### src/rtl/seg_pkg.sv
// -----------------------------------------------------------------------------
// seg_pkg
// Shared constants and types for the 7-segment scan decoder.
//   SEG_GLYPH : active-low [6:0] (g..a) patterns for hex digits 0..F
//   SEG_BLANK : all segments off
//   DIG_IDX_W : width of a digit index
//   scan_state_e : scan FSM states
// -----------------------------------------------------------------------------
package seg_pkg;

    localparam int unsigned DIG_IDX_W = 3;

    localparam logic [6:0] SEG_BLANK = 7'h7F;

    localparam logic [6:0] SEG_GLYPH [0:15] = '{
        7'h40, 7'h79, 7'h24, 7'h30,
        7'h19, 7'h12, 7'h02, 7'h78,
        7'h00, 7'h10, 7'h08, 7'h03,
        7'h46, 7'h21, 7'h06, 7'h0E
    };

    typedef enum logic [1:0] {
        ST_IDLE,
        ST_SETTLE,
        ST_HOLD
    } scan_state_e;

endpackage

### src/rtl/seg_pattern_decode.sv
// -----------------------------------------------------------------------------
// seg_pattern_decode
// Combinational lookup of an active-low 7-segment pattern.
//   seg_i   : pattern [6:0] = g..a, active-low
//   legal_o : pattern is one of the 16 hex glyphs
//   blank_o : pattern is all segments off
//   hex_o   : hex value of the glyph (0 when not legal)
// -----------------------------------------------------------------------------
module seg_pattern_decode
    import seg_pkg::*;
(
    input  logic [6:0] seg_i,
    output logic       legal_o,
    output logic       blank_o,
    output logic [3:0] hex_o
);

    always_comb begin
        legal_o = 1'b0;
        hex_o   = '0;
        blank_o = (seg_i == SEG_BLANK);
        for (int unsigned i = 0; i < 16; i++) begin
            if (seg_i == SEG_GLYPH[i]) begin
                legal_o = 1'b1;
                hex_o   = 4'(i);
            end
        end
    end

endmodule

### src/rtl/seg_scan_decoder.sv
// -----------------------------------------------------------------------------
// seg_scan_decoder
// Snoops a multiplexed common-anode 7-segment bus and recovers each digit.
//   clk, rst_n  : clock, asynchronous active-low reset
//   seg_in      : active-low segments, [7]=DP, [6:0]=g..a
//   dig_en      : digit enables (polarity set by DIG_ACTIVE_LOW)
//   hex_out     : decoded value per digit, digit i at [4i+3:4i]
//   dp_out      : decimal point lit per digit
//   blank       : last capture of the digit was all-off
//   invalid     : last capture of the digit was not a hex glyph
//   upd_pulse   : one-cycle strobe on capture, upd_idx = captured digit
//   frame_valid : one-cycle strobe when every digit has been captured
// -----------------------------------------------------------------------------
module seg_scan_decoder
    import seg_pkg::*;
#(
    parameter int NUM_DIGITS     = 4,
    parameter int STABLE_CYCLES  = 4,
    parameter int DIG_ACTIVE_LOW = 1
) (
    input  logic                    clk,
    input  logic                    rst_n,
    input  logic [7:0]              seg_in,
    input  logic [NUM_DIGITS-1:0]   dig_en,
    output logic [4*NUM_DIGITS-1:0] hex_out,
    output logic [NUM_DIGITS-1:0]   dp_out,
    output logic [NUM_DIGITS-1:0]   blank,
    output logic [NUM_DIGITS-1:0]   invalid,
    output logic                    upd_pulse,
    output logic [DIG_IDX_W-1:0]    upd_idx,
    output logic                    frame_valid
);

    // Counter only has to reach STABLE_CYCLES-2 (see capture condition).
    localparam int CNT_W = (STABLE_CYCLES > 2) ? $clog2(STABLE_CYCLES - 1) : 1;

    logic [7:0]              seg_s1_q, seg_s2_q, seg_prev_q;
    logic [NUM_DIGITS-1:0]   dig_s1_q, dig_s2_q, dig_prev_q;
    logic [NUM_DIGITS-1:0]   sel;
    logic                    onehot, same;
    logic [DIG_IDX_W-1:0]    sel_idx;

    scan_state_e             state_q, state_d;
    logic [CNT_W-1:0]        cnt_q, cnt_d;
    logic                    capture;

    logic [4*NUM_DIGITS-1:0] hex_q, hex_d;
    logic [NUM_DIGITS-1:0]   dp_q, dp_d, blank_q, blank_d, inv_q, inv_d;
    logic [NUM_DIGITS-1:0]   seen_q, seen_d, seen_next;
    logic                    upd_q, upd_d, frame_q, frame_d;
    logic [DIG_IDX_W-1:0]    idx_q, idx_d;

    logic                    dec_legal, dec_blank;
    logic [3:0]              dec_hex;

    seg_pattern_decode u_decode (
        .seg_i   (seg_s2_q[6:0]),
        .legal_o (dec_legal),
        .blank_o (dec_blank),
        .hex_o   (dec_hex)
    );

    assign sel    = (DIG_ACTIVE_LOW != 0) ? ~dig_s2_q : dig_s2_q;
    assign onehot = (sel != '0) && ((sel & (sel - 1'b1)) == '0);
    assign same   = (seg_s2_q == seg_prev_q) && (dig_s2_q == dig_prev_q);

    always_comb begin
        sel_idx = '0;
        for (int unsigned i = 0; i < NUM_DIGITS; i++) begin
            if (sel[i]) sel_idx = DIG_IDX_W'(i);
        end
    end

    // The edge that first sees a new sample counts as sample #1, so the
    // capture fires on the edge where cnt would reach STABLE_CYCLES-1.
    always_comb begin
        state_d = state_q;
        cnt_d   = cnt_q;
        capture = 1'b0;
        case (state_q)
            ST_IDLE: begin
                if (onehot) begin
                    state_d = ST_SETTLE;
                    cnt_d   = '0;
                end
            end
            ST_SETTLE: begin
                if (!same) begin
                    cnt_d   = '0;
                    state_d = onehot ? ST_SETTLE : ST_IDLE;
                end else if (cnt_q == CNT_W'(STABLE_CYCLES - 2)) begin
                    capture = 1'b1;
                    cnt_d   = '0;
                    state_d = ST_HOLD;
                end else begin
                    cnt_d = cnt_q + 1'b1;
                end
            end
            ST_HOLD: begin
                if (!same) begin
                    cnt_d   = '0;
                    state_d = onehot ? ST_SETTLE : ST_IDLE;
                end
            end
            default: begin
                state_d = ST_IDLE;
                cnt_d   = '0;
            end
        endcase
    end

    always_comb begin
        hex_d     = hex_q;
        dp_d      = dp_q;
        blank_d   = blank_q;
        inv_d     = inv_q;
        seen_d    = seen_q;
        upd_d     = 1'b0;
        idx_d     = idx_q;
        frame_d   = 1'b0;
        seen_next = seen_q | sel;
        if (capture) begin
            upd_d = 1'b1;
            idx_d = sel_idx;
            for (int unsigned i = 0; i < NUM_DIGITS; i++) begin
                if (sel[i]) begin
                    dp_d[i] = ~seg_s2_q[7];
                    if (dec_legal) begin
                        hex_d[4*i +: 4] = dec_hex;
                        inv_d[i]        = 1'b0;
                        blank_d[i]      = 1'b0;
                    end else if (dec_blank) begin
                        inv_d[i]   = 1'b0;
                        blank_d[i] = 1'b1;
                    end else begin
                        inv_d[i]   = 1'b1;
                        blank_d[i] = 1'b0;
                    end
                end
            end
            if (seen_next == '1) begin
                frame_d = 1'b1;
                seen_d  = '0;
            end else begin
                seen_d = seen_next;
            end
        end
    end

    always_ff @(posedge clk or negedge rst_n) begin
        if (!rst_n) begin
            seg_s1_q   <= '0;
            seg_s2_q   <= '0;
            seg_prev_q <= '0;
            dig_s1_q   <= '0;
            dig_s2_q   <= '0;
            dig_prev_q <= '0;
            state_q    <= ST_IDLE;
            cnt_q      <= '0;
            hex_q      <= '0;
            dp_q       <= '0;
            blank_q    <= '1;
            inv_q      <= '0;
            seen_q     <= '0;
            upd_q      <= 1'b0;
            idx_q      <= '0;
            frame_q    <= 1'b0;
        end else begin
            seg_s1_q   <= seg_in;
            seg_s2_q   <= seg_s1_q;
            seg_prev_q <= seg_s2_q;
            dig_s1_q   <= dig_en;
            dig_s2_q   <= dig_s1_q;
            dig_prev_q <= dig_s2_q;
            state_q    <= state_d;
            cnt_q      <= cnt_d;
            hex_q      <= hex_d;
            dp_q       <= dp_d;
            blank_q    <= blank_d;
            inv_q      <= inv_d;
            seen_q     <= seen_d;
            upd_q      <= upd_d;
            idx_q      <= idx_d;
            frame_q    <= frame_d;
        end
    end

    assign hex_out     = hex_q;
    assign dp_out      = dp_q;
    assign blank       = blank_q;
    assign invalid     = inv_q;
    assign upd_pulse   = upd_q;
    assign upd_idx     = idx_q;
    assign frame_valid = frame_q;

endmodule
### config.mk
export PLATFORM = sky130hd
export DESIGN_NAME = seg_scan_decoder
export DESIGN_NICKNAME = d
export VERILOG_FILES = /design/src/rtl/seg_pkg.sv /design/src/rtl/seg_pattern_decode.sv /design/src/rtl/seg_scan_decoder.sv
export SDC_FILE = /design/constraint.sdc
export NUM_CORES = 1
export LEC_CHECK = 0
export CAP_MARGIN = 0
export CORE_UTILIZATION = 60
export CTS_CLUSTER_DIAMETER = 60
export CTS_CLUSTER_SIZE = 8
export DETAILED_ROUTE_END_ITERATION = 12
export DONT_BUFFER_PORTS = 1
export PLACE_DENSITY = 0.84
export SLEW_MARGIN = 20
export SYNTH_ARGS = -nofsm -noshare
export SYNTH_HDL_FRONTEND = slang
export SYNTH_SLANG_ARGS = --single-unit
### constraint.sdc
create_clock -name clk -period 2.55 [get_ports clk]
set_input_delay 0.255 -clock clk [delete_from_list [all_inputs] [get_ports clk]]
set_output_delay 0.255 -clock clk [all_outputs]
set_load 0.01 [all_outputs]
==> results of run 1 <==
-- cells by family (layout without fill, tap and decap cells) --
kind of cell    after synthesis  count (layout)
compound gates               68              68
xor+xnor                     15              15
other cells                   1               1
fa+ha+maj                     1               1
simple gates                 73              73
flops                        76              76
mux                           5               5
buf+inv                      35              58
-- registers in the layout, summed over array words and instances (netlist names) --
register / cells
upd_idx: 2
seen_q: 4
seg_s2_q: 8
invalid: 4
upd_pulse: 1
cnt_q: 2
dig_s2_q: 4
blank: 4
seg_s1_q: 8
seg_prev_q: 8
dp_out: 4
frame_valid: 1
state_q: 2
dig_s1_q: 4
hex_out: 16
dig_prev_q: 4
-- cell type report --
type | instances | area (sq um) | share of cell area [%]
tap | 67 | 83.8 | 2.37
timing repair buffer | 26 | 248 | 7.01
sequential | 76 | 1910 | 54.0
inverter | 16 | 60.1 | 1.70
clock inverter | 6 | 72.6 | 2.05
multi-input combinational | 163 | 1030 | 29.0
clock buffer | 10 | 138 | 3.89
-- report_power, final --
part | switching [mW] | total (mW) | internal (mW) | leakage (nW)
registers | 0.0313 | 1.27 | 1.23 | 0.962
logic | 0.0780 | 0.132 | 0.0535 | 0.502
clock network | 0.450 | 0.937 | 0.487 | 0.103
-- what timing repair did --
item                                    CTS  global route
hold buffers                             14             0
resized for setup                         0             3
endpoints found under the setup margin    0             8
setup buffers                             0             0
endpoints found under the hold margin    88             0
-- worst paths after layout --
kind                                  start           to  slack [ps]  cells past startpoint
worst max-delay path            seg_s2_q[2]   hex_out[1]         240                      6
min in group asynchronous             rst_n  dig_s2_q[1]         490                      2
worst min-delay path            dig_s1_q[0]  dig_s2_q[0]         350                      0
max in group asynchronous             rst_n     blank[2]        1740                      2
worst max register to register  seg_s2_q[2]   hex_out[1]         240                      6
worst min register to register  dig_s1_q[0]  dig_s2_q[0]         350                      0
-- routing by layer --
metal	up-vias	part of all wire, %	GRT usage, %
li1	972	-	-
met1	1049	43	34.2
met2	82	51	39.2
met3	8	5.2	7.13
met4	0	1.2	10.0
met5	-	0	0
-- worst max-delay path, cell delays in order (launching register included) --
cell	delay (ps)
dfrtp_1	530
xor2_1	230
nor4_2	350
nand4_1	240
or2_1	300
a21oi_2	200
mux2_1	350
-- per-stage QoR --
step	area [sq um]	hold slack, ps	setup WS [ps]	util (%)
2_1_floorplan	3100	-40.6	427	-
3_3_place_gp	3160	-37.2	248	65.2
3_5_place_dp	3160	-37.0	148	65.2
4_1_cts	3530	356	146	72.8
5_1_grt	3540	359	72.2	72.9
6_report	3540	352	244	72.9
-- cell usage in the layout (no fill, tap or decap), drive strengths merged, types with 6 or more instances in the layout --
master,count
nor2,13
dlygate4sd3,13
nand3,6
a22o,6
dfrtp,72
inv,17
clkbuf,10
o21ai,28
a21oi,9
buf,13
xor2,14
nand2,24
==> impl_metrics.yaml, run 1 <==
run_status:
  status: "complete, no violations"
place:
  numPortBuffers: 0
  gp_congestion: 0.782
  dp_hpwl_mm: 4.04
  dp_cells: 334
cells_and_area:
  fin_cells: 364
  drive_above_1_share_pct: 14.1
  area_growth_syn_to_layout_pct: 14.0
  fill_cells: 319
  n_antenna_cell: 0
  final_nets: 306
detailed_routing:
  wl_mm: 6.16
  drt_iter0_drc: 134
  remaining_drc_errors: 0
  wl_per_cell_um: 16.9
  postRouteAntennaNets: 0
  drt_first_pass_iters: 4
  vias_per_cell: 5.80
  vias: 2111
clock_network:
  numCtsBuffers: 9
  cts.sinks: 76
  cts.path.max_buffers: 2
  clk_latency_ps: 350
  cts_root_buffer: "clkbuf_8"
  tritoncts: "done"
  h-tree-depth: 3
  clkTransAtPathRegs_ps: 80
min_path:
  hold_class: "flop to flop"
yosys:
  synthCells: 274
  ys_top_cells_by_count: "dfrtp_1, o21ai_0, nand2_1"
  async_flop_share_pct: 100
  syn_area_sq_um: 3100
  synth_compound_area_share_pct: 14.3
  synth_top_family_by_area: "compound AO/OA/AOI/OAI gates"
  synth_most_common_cell: "dfrtp_1"
  synthesis.nets: 288
  synth_mux_area_share_pct: 1.77
  syn-mean-instance-area_sq_um: 11.3
  synth-seq-cells: 76
  ys_seq_area_share_pct: 61.5
  yosysTopAreaCell: "dfrtp_1"
  synth-adder-area-share_pct: 0.323
  synth_xor_area_share_pct: 4.23
  ys.flop_type: "dfrtp_1"
  synth.top_cell.area_share_pct: 58.1
  synth_edf_count: 0
  synth_area_leaders: "dfrtp_1, o21ai_0, xor2_1"
  synth_cell_types: 52
  yosysWarnings: 0
  synth-simple-area-share_pct: 12.1
floorplanning:
  core.rowCount: 25
  coreArea_sq_um: 4850
  die_area_sq_um: 5460
  start_util_pct: 64.0
  die_w_um: 73.9
  io-pin-count: 47
  fp.dieH_um: 73.9
timing:
  fin_skew_ps: 12.2
  tightestPinTransition_ps: 977
  maxSlewViolCount: 0
  rsz0062_at_grt: "false"
  setup_violations: 0
  final.min_clock_period_ps: 2310
  final.setup.tns_ps: 0
  max_freq_mhz: 434
  slew_headroom_pct: 34.0
  final_hold_viol_count: 0
  period_share_pct: 90.4
global_routing:
  grt_antenna_before_repair: 0
  grt_max_degree: 77
  grt_overflow: 0
  grt_usage_pct: 25.3
  grt_pass1_vias: 2019
  grt_first_pass_wirelength_mm: 9.98
power_and_ir_drop:
  p_leak_nw: 1.57
  p_total_mw: 2.33
  p_per_area_nw_per_um2: 660
  vdd_ir_drop_max_mv: 0.552
worst_setup_path:
  cp-end-kind: "flop"
  cp.required_ps: 2780
  worstPathMaxFanout: 13
  critPathKind: "flop to flop"
  crit_path_start_kind: "flop"
  crit_arrival_ps: 2540
job:
  maxCapViolCount: 0
No activity file was read; power rests on OpenSTA's default activity.
==> inputs of run 2 (changes only) <==
--- a/config.mk
+++ b/config.mk
@@ -11,7 +11,8 @@
 export CTS_CLUSTER_SIZE = 8
 export DETAILED_ROUTE_END_ITERATION = 12
 export DONT_BUFFER_PORTS = 1
-export PLACE_DENSITY = 0.84
+export GPL_ROUTABILITY_DRIVEN = 0
+export PLACE_DENSITY = 0.76
 export SLEW_MARGIN = 20
 export SYNTH_ARGS = -nofsm -noshare
 export SYNTH_HDL_FRONTEND = slang
==> impl_metrics.yaml, run 2 (synthesis results as in run 1) <==
run_status:
  status: "complete, no violations"
timing:
  fin_skew_ps: 10.6
  tightestPinTransition_ps: 668
  maxSlewViolCount: 0
  slew_headroom_pct: 55.2
  max_freq_mhz: 432
  final.min_clock_period_ps: 2320
  period_share_pct: 90.9
  final.setup.tns_ps: 0
  fin_ws_ps: 233
  final_hold_viol_count: 0
  setup_violations: 0
  rsz0062_at_grt: "false"
  worst_hold_slack_ps: 351
clock_network:
  clk_latency_ps: 350
  cts_hold_buffers: 14
  tritoncts: "done"
  cts.sinks: 76
  cts.path.max_buffers: 2
  h-tree-depth: 3
  numCtsBuffers: 9
  cts_root_buffer: "clkbuf_8"
  cts_setup_buffers: 0
  cts_resized: 0
  clkTransAtPathRegs_ps: 80
floorplanning:
  fp.dieH_um: 73.9
  core.rowCount: 25
  die_area_sq_um: 5460
  die_w_um: 73.9
  io-pin-count: 47
  coreArea_sq_um: 4850
  start_util_pct: 64.0
detailed_routing:
  remaining_drc_errors: 0
  drt_iter0_drc: 179
  wl_per_cell_um: 16.9
  vias: 2112
  drt_first_pass_iters: 4
  wl_mm: 6.20
  vias_per_cell: 5.75
  postRouteAntennaNets: 0
global_routing:
  grt_overflow: 0
  grt_usage_pct: 26.1
  grt_max_degree: 77
  grt_pass1_vias: 2161
  grt_first_pass_wirelength_mm: 10.2
  grt_antenna_before_repair: 0
worst_setup_path:
  reg2reg_slack_ps: 230
  cpPeakStageDelay_ps: 500
  cp.required_ps: 2780
  cp.depth: 7
  worstPathMaxFanout: 9
  critical_path.top_delay_family: "simple AND/OR/NAND/NOR gates"
  timing.critical_path.buf_inv: 1
  cp-end-kind: "flop"
  reg2reg_from: "seg_s2_q[1]"
  crit_path_top_delay_cell: "dfrtp_1"
  crit_arrival_ps: 2550
  path_cells: "buf_4 > nand2_1 > or3_1 > a211o_1 > and2_1 > a21oi_2 > mux2_1"
  crit_path_start_kind: "flop"
  crit_path_start: "seg_s2_q[1]"
  critPathKind: "flop to flop"
  reg2regPathDepth: 7
cells_and_area:
  regArea_sq_um: 1910
  final_common_cell: "dfrtp_1"
  n_antenna_cell: 0
  drive_above_1_share_pct: 14.3
  final_nets: 309
  fin_cells: 367
  final_cell_mix: "dfrtp_1, o21ai_0, nand2_1, inv_1, buf_4"
  largest_reg_flops: 16
  fin_util_pct: 73.8
  fill_cells: 331
  multi_input_area_sq_um: 1020
  area_growth_syn_to_layout_pct: 15.4
power_and_ir_drop:
  intPower_mw: 1.94
  p_leak_nw: 1.59
  clkPwrFrac_pct: 43.4
  switching_share_pct: 21.7
  p_sw_uw: 537
  combPwrFrac_pct: 5.7
  vdd_ir_drop_max_mv: 0.703
  seq_power_share_pct: 51.0
  p_per_area_nw_per_um2: 691
place:
  dp_slack_ps: 273
  numPortBuffers: 0
  dp_hpwl_mm: 4.05
  dp_cells: 337
job:
  maxCapViolCount: 0
min_path:
  min_delay_path_depth: 0
  hold_class: "flop to flop"
  hold_start: "dig_s1_q[1]"
==> run 2: per-layer routing <==
layer	GRT usage (%)	wire [um]	up-vias	share of wire, %
li1	-	-	984	-
met1	34.2	2770	1049	45
met2	40.6	3040	67	49
met3	7.13	301	12	4.9
met4	12.2	95	0	1.5
met5	0	0	-	0
==> run 2: final timing paths <==
kind,to
setup / recovery,hex_out[1]
hold / removal,dig_s2_q[1]
setup reg to reg,hex_out[1]
hold reg to reg,dig_s2_q[1]
max in group asynchronous,blank[1]
min in group asynchronous,upd_idx[1]
==> run 2: per-stage QoR <==
step / power, mW / instance area [sq um]
4_1_cts: 2.49 / 3580
3_5_place_dp: 1.38 / 3180
5_1_grt: 2.56 / 3580
3_3_place_gp: 1.38 / 3180
2_1_floorplan: 1.35 / 3100
6_report: 2.47 / 3580
==> run 2: cell type report <==
type	count	area share, %
inverters	16	1.68
well taps	67	2.34
multi-input cells	163	28.5
clock buffers	9	3.46
flip-flops and latches	76	53.3
clock inverters	7	3.22
repair buffers	29	7.55
==> run 2: power groups by stage <==
stage | sequential, mW | combinational (mW) | clock [mW]
3_5_place_dp | 1.28 | 0.0954 | 0
2_1_floorplan | 1.27 | 0.0803 | 0
3_3_place_gp | 1.28 | 0.0934 | 0
4_1_cts | 1.26 | 0.140 | 1.09
6_report | 1.26 | 0.140 | 1.07
5_1_grt | 1.26 | 0.158 | 1.14
